`config.mk`:
```
export PLATFORM = sky130hd
export DESIGN_NAME = instruction_fetch
export DESIGN_NICKNAME = d
export VERILOG_FILES = /design/src/rtl/riscv_pkg.sv /design/src/rtl/instruction_fetch.sv
export SDC_FILE = /design/constraint.sdc
export NUM_CORES = 1
export LEC_CHECK = 0
export ABC_AREA = 1
export CORE_ASPECT_RATIO = 0.9
export CORE_MARGIN = 2
export CORE_UTILIZATION = 43
export DETAILED_ROUTE_END_ITERATION = 10
export PLACE_DENSITY = 0.83
export SYNTH_ARGS = -nofsm -noshare
export SYNTH_HDL_FRONTEND = slang
export SYNTH_SLANG_ARGS = --single-unit
```
`constraint.sdc`:
```
create_clock -name clk -period 1.45 [get_ports clk]
set_input_delay 0.2175 -clock clk [delete_from_list [all_inputs] [get_ports clk]]
set_output_delay 0.2175 -clock clk [all_outputs]
set_load 0.01 [all_outputs]
```
`src/rtl/riscv_pkg.sv`:
```
// Shared RISC-V definitions used by the fetch pipeline.
// Holds data width, instruction size, NOP encoding, reset PC and the IF/ID bundle.
package riscv_pkg;

  localparam int XLEN        = 32;
  localparam int INSTR_BYTES = 4;

  localparam logic [XLEN-1:0] NOP_INSTR        = 32'h0000_0013;
  localparam logic [XLEN-1:0] RESET_PC_DEFAULT = 32'h0000_0004;

  typedef struct packed {
    logic [XLEN-1:0] instr;
    logic [XLEN-1:0] pc;
    logic            valid;
  } if_id_t;

  typedef enum logic [1:0] {
    FETCH_ADV,
    FETCH_HOLD,
    FETCH_REDIRECT
  } fetch_act_e;

  function automatic logic [XLEN-1:0] word_align(
    input logic [XLEN-1:0] addr
  );
    return {addr[XLEN-1:2], 2'b00};
  endfunction

endpackage

```
`src/rtl/instruction_fetch.sv`:
```
// Instruction fetch stage: issues word addresses to a registered imem and fills IF/ID.
// Ports: clk, rst_n (async low), stall_i, branch_taken_i/branch_target_i, imem_addr_o,
//        imem_word_i (one edge after address), if_id_instr_o/if_id_pc_o/if_id_valid_o.
module instruction_fetch
  import riscv_pkg::*;
#(
  parameter logic [XLEN-1:0] RESET_PC = RESET_PC_DEFAULT
) (
  input  logic            clk,
  input  logic            rst_n,
  input  logic            stall_i,
  input  logic            branch_taken_i,
  input  logic [XLEN-1:0] branch_target_i,
  output logic [XLEN-1:0] imem_addr_o,
  input  logic [XLEN-1:0] imem_word_i,
  output logic [XLEN-1:0] if_id_instr_o,
  output logic [XLEN-1:0] if_id_pc_o,
  output logic            if_id_valid_o
);

  logic [XLEN-1:0] pc_q, pc_d;
  logic [XLEN-1:0] resp_pc_q, resp_pc_d;
  logic            resp_valid_q, resp_valid_d;
  if_id_t          if_id_q, if_id_d;
  fetch_act_e      act;

  // Low target bits are dropped: fetch is always word aligned.
  logic unused_tgt_lo;
  assign unused_tgt_lo = ^branch_target_i[1:0];

  // Redirect outranks stall.
  always_comb begin
    if (branch_taken_i) begin
      act = FETCH_REDIRECT;
    end else if (stall_i) begin
      act = FETCH_HOLD;
    end else begin
      act = FETCH_ADV;
    end
  end

  // While held, re-issue the pending address so the
  // memory re-presents the same word on the next cycle.
  assign imem_addr_o =
    (act == FETCH_HOLD) ? resp_pc_q : pc_q;

  always_comb begin
    pc_d         = pc_q;
    resp_pc_d    = resp_pc_q;
    resp_valid_d = resp_valid_q;
    if_id_d      = if_id_q;
    unique case (act)
      FETCH_REDIRECT: begin
        pc_d          = word_align(branch_target_i);
        resp_valid_d  = 1'b0;
        if_id_d.valid = 1'b0;
        if_id_d.instr = NOP_INSTR;
      end
      FETCH_HOLD: begin
      end
      FETCH_ADV: begin
        pc_d          = pc_q + XLEN'(INSTR_BYTES);
        resp_pc_d     = pc_q;
        resp_valid_d  = 1'b1;
        if_id_d.pc    = resp_pc_q;
        if_id_d.valid = resp_valid_q;
        if_id_d.instr = resp_valid_q ? imem_word_i
                                     : NOP_INSTR;
      end
      default: begin
      end
    endcase
  end

  always_ff @(posedge clk or negedge rst_n) begin
    if (!rst_n) begin
      pc_q          <= RESET_PC;
      resp_pc_q     <= RESET_PC;
      resp_valid_q  <= 1'b0;
      if_id_q.instr <= NOP_INSTR;
      if_id_q.pc    <= '0;
      if_id_q.valid <= 1'b0;
    end else begin
      pc_q         <= pc_d;
      resp_pc_q    <= resp_pc_d;
      resp_valid_q <= resp_valid_d;
      if_id_q      <= if_id_d;
    end
  end

  assign if_id_instr_o = if_id_q.instr;
  assign if_id_pc_o    = if_id_q.pc;
  assign if_id_valid_o = if_id_q.valid;

endmodule

```
==> results.toml <==
[status]
outcome = "complete, but fails checks"
violations = "negative setup slack"

[setup_path]
cp_data_required_time_ps = 1750
endpoint_kind = "register"
crit_slowest_cell = "dfstp_2"
worst_setup_path_start_kind = "register"
cpMostUsedCell = "nor2_4"
cp_num_buf_inv = 0
slowest_delay_ps = 560
path_cells = "ha_4, nand2_4, nor2_4, nand2_2, nor2_4, nand3b_1, a21oi_1, nand2_1"
cp.arrival_ps = 2040
crit_family = "simple AND/OR/NAND/NOR gates"
crit_type = "register to register"
cp_max_fo = 3

[sta]
rsz0062_at_grt = "true"
setup_ws_ps = -288.5
slew_violations = 0
finClkSkew_ps = 9.153
holdWs_ps = 291.0
min_period_ps = 1739
setup_viol = 28
hold_violations = 0
fin_setup_tns_ps = -4738
fin_crit_sh_pct = 119.9
fmax_mhz = 575.2

[placement]
hpwlAfterDp_mm = 13.03
place_congestion = 0.9332
portBuffers = 158
placed_cells = 1086

[worst_hold_path]
hold_class = "input port to async pin"

[floorplan]
die-height_microns = 114.4
die_w_microns = 126.7
pin_count = 165
die_area_sq_um = 14490
initial_core_util_pct = 43.90
fp-row-count = 40
core_sq_um = 13260

[finish]
final_core_util_pct = 70.23
area_growth_pct = 59.98
drive_above_1_share_pct = 27.26
fin_cells = 1151
n_antenna_cell = 0
nets = 1041

[pwr]
leakagePower_nw = 4.631
powerDensity_nw_per_um2 = 1139
ir_drop_v = 0.0008649

[drt]
vias = 6370
first_pass_iters = 8
finalWirelength_mm = 20.40
drt.antenna.violating_nets = 0
route.detailed.drc = 0
vias_per_cell = 5.534
drtIter0Drc = 660
wl_per_cell_microns = 17.73

[clocking]
cts_buffers = 17
cts.sinks = 124
h-tree-depth = 4
clk_latency_ps = 420
clock_path_buffers = 2
clock-root-buffer = "clkbuf_16"
cts_tree = "yes"
path_clk_slew_ps = 50

[global_route]
grt_max_degree = 38
grt_overflow = 0
grt_antenna_before_repair = 0
grt_usage_pct = 27.79
grt_pass1_vias = 6340
grt_pass1_wl_mm = 31.71

[synth]
ys_top_cells_by_count = "nand2_1 (195), dfrtp_1 (119), o21ai_0 (79)"
yosysUniqueCellTypes = 32
syn_area_per_cell_sq_um = 8.293
synth_top_area_share_pct = 51.15
synth_seq_cells = 124
synth_edf_count = 0
synthCells = 702
async_flop_share_pct = 100.0
seq_area_frac_synth_pct = 53.41
yosys.area.top_type = "dfrtp_1"
synth.most_common_cell = "nand2_1"
ys.flop_type = "dfrtp_1"
synth_warnings = 0
synth_area_leaders = "dfrtp_1 (51%), nand2_1 (13%), o21ai_0 (6.8%)"
mappedNetlistArea_sq_um = 5822

[job]
drv_cap = 0
[worst reg2reg max path, cell delays in order, from the launching register on]
cell,delay [ps]
dfstp_2,560
ha_4,160
nand2_4,60
nor2_4,140
nand2_2,120
nor2_4,200
nand3b_1,140
a21oi_1,180
nand2_1,70
[what timing repair did]
action / CTS / global route
hold endpoints to repair: 23 / 0
pin swaps: 16 / 19
gates cloned: 4 / 0
endpoints found under the setup margin: 198 / 55
hold buffers: 1 / 0
gates resized for setup: 254 / 61
buffers inserted: 27 / 9
[through the flow]
step	setup WS, ps	power [W]	cell area (sq um)
global placement	-787.3	0.006295	8322
detailed placement	-867.2	0.006355	8322
floorplan	-63.05	0.005005	5873
finish	-288.5	0.01061	9314
CTS	-192.5	0.01053	9211
global route	-379.2	0.01106	9314
[cell families after synthesis]
family / share of synthesized area, %
AO/OA/AOI/OAI: 15.45
adder cells (fa/ha/maj): 0.2149
buffers and inverters: 7.608
flip-flops: 53.41
other: 0.06441
AND/OR/NAND/NOR: 23.25
[cell usage in the layout (no fill, tap or decap), types with 14 or more instances in the layout]
cell / instances
buf_2: 26
o21ai_0: 58
nand3_1: 33
inv_1: 53
nor2_1: 55
dfrtp_1: 117
buf_6: 22
a21oi_1: 14
a32o_1: 29
clkbuf_16: 17
nand2_1: 184
clkdlybuf4s50_1: 62
dlygate4sd2_1: 60
buf_4: 100
[flip-flops by register name, summed over array words and instances (netlist names)]
| register | flops |
|---|---|
| if_id_instr_o | 32 |
| if_id_pc_o | 30 |
| pc_q | 30 |
| resp_pc_q | 30 |
| if_id_valid_o | 1 |
| resp_valid_q | 1 |
[power breakdown]
| part | total, W | internal, W | leakage [nW] | switching (W) |
|---|---|---|---|---|
| clock | 0.00425 | 0.00273 | 0.284 | 0.00152 |
| combinational | 0.00223 | 0.00105 | 2.80 | 0.00118 |
| sequential | 0.00413 | 0.00387 | 1.55 | 0.000261 |
[final timing paths]
path | from | slack (ps) | endpoint | depth (start not counted)
setup / recovery | pc_q[2]$_DFFE_PN1P_ | -290 | pc_q[26]$_DFFE_PN0P_ | 8
hold / removal | rst_n | 290 | if_id_pc_o[21]$_DFFE_PN0P_ | 2
setup reg to reg | pc_q[2]$_DFFE_PN1P_ | -290 | pc_q[26]$_DFFE_PN0P_ | 8
hold reg to reg | if_id_pc_o[31]$_DFFE_PN0P_ | 470 | if_id_pc_o[31]$_DFFE_PN0P_ | 2
max in group asynchronous | rst_n | 560 | if_id_instr_o[4]$_DFFE_PN1P_ | 3
min in group clk | stall_i | 290 | pc_q[20]$_DFFE_PN0P_ | 6
[per-layer routing]
metal / vias to the layer above / global-route usage, % / share of wire [%]
met5: - / 0 / 0
met4: 0 / 10.70 / 3.1
met3: 70 / 8.785 / 9.4
met2: 371 / 46.52 / 48
met1: 3067 / 33.73 / 40
li1: 2862 / - / -
[cell type report]
cell class / instances / area, sq um
Clock buffer: 24 / 501.7
Clock inverter: 6 / 85.08
Fill cell: 1004 / 3949
Inverter: 69 / 266.5
Multi-Input combinational cell: 471 / 2546
Sequential cell: 124 / 3112
Tap cell: 168 / 210.2
Timing Repair Buffer: 289 / 2592
Power figures use the tool's default switching activity.
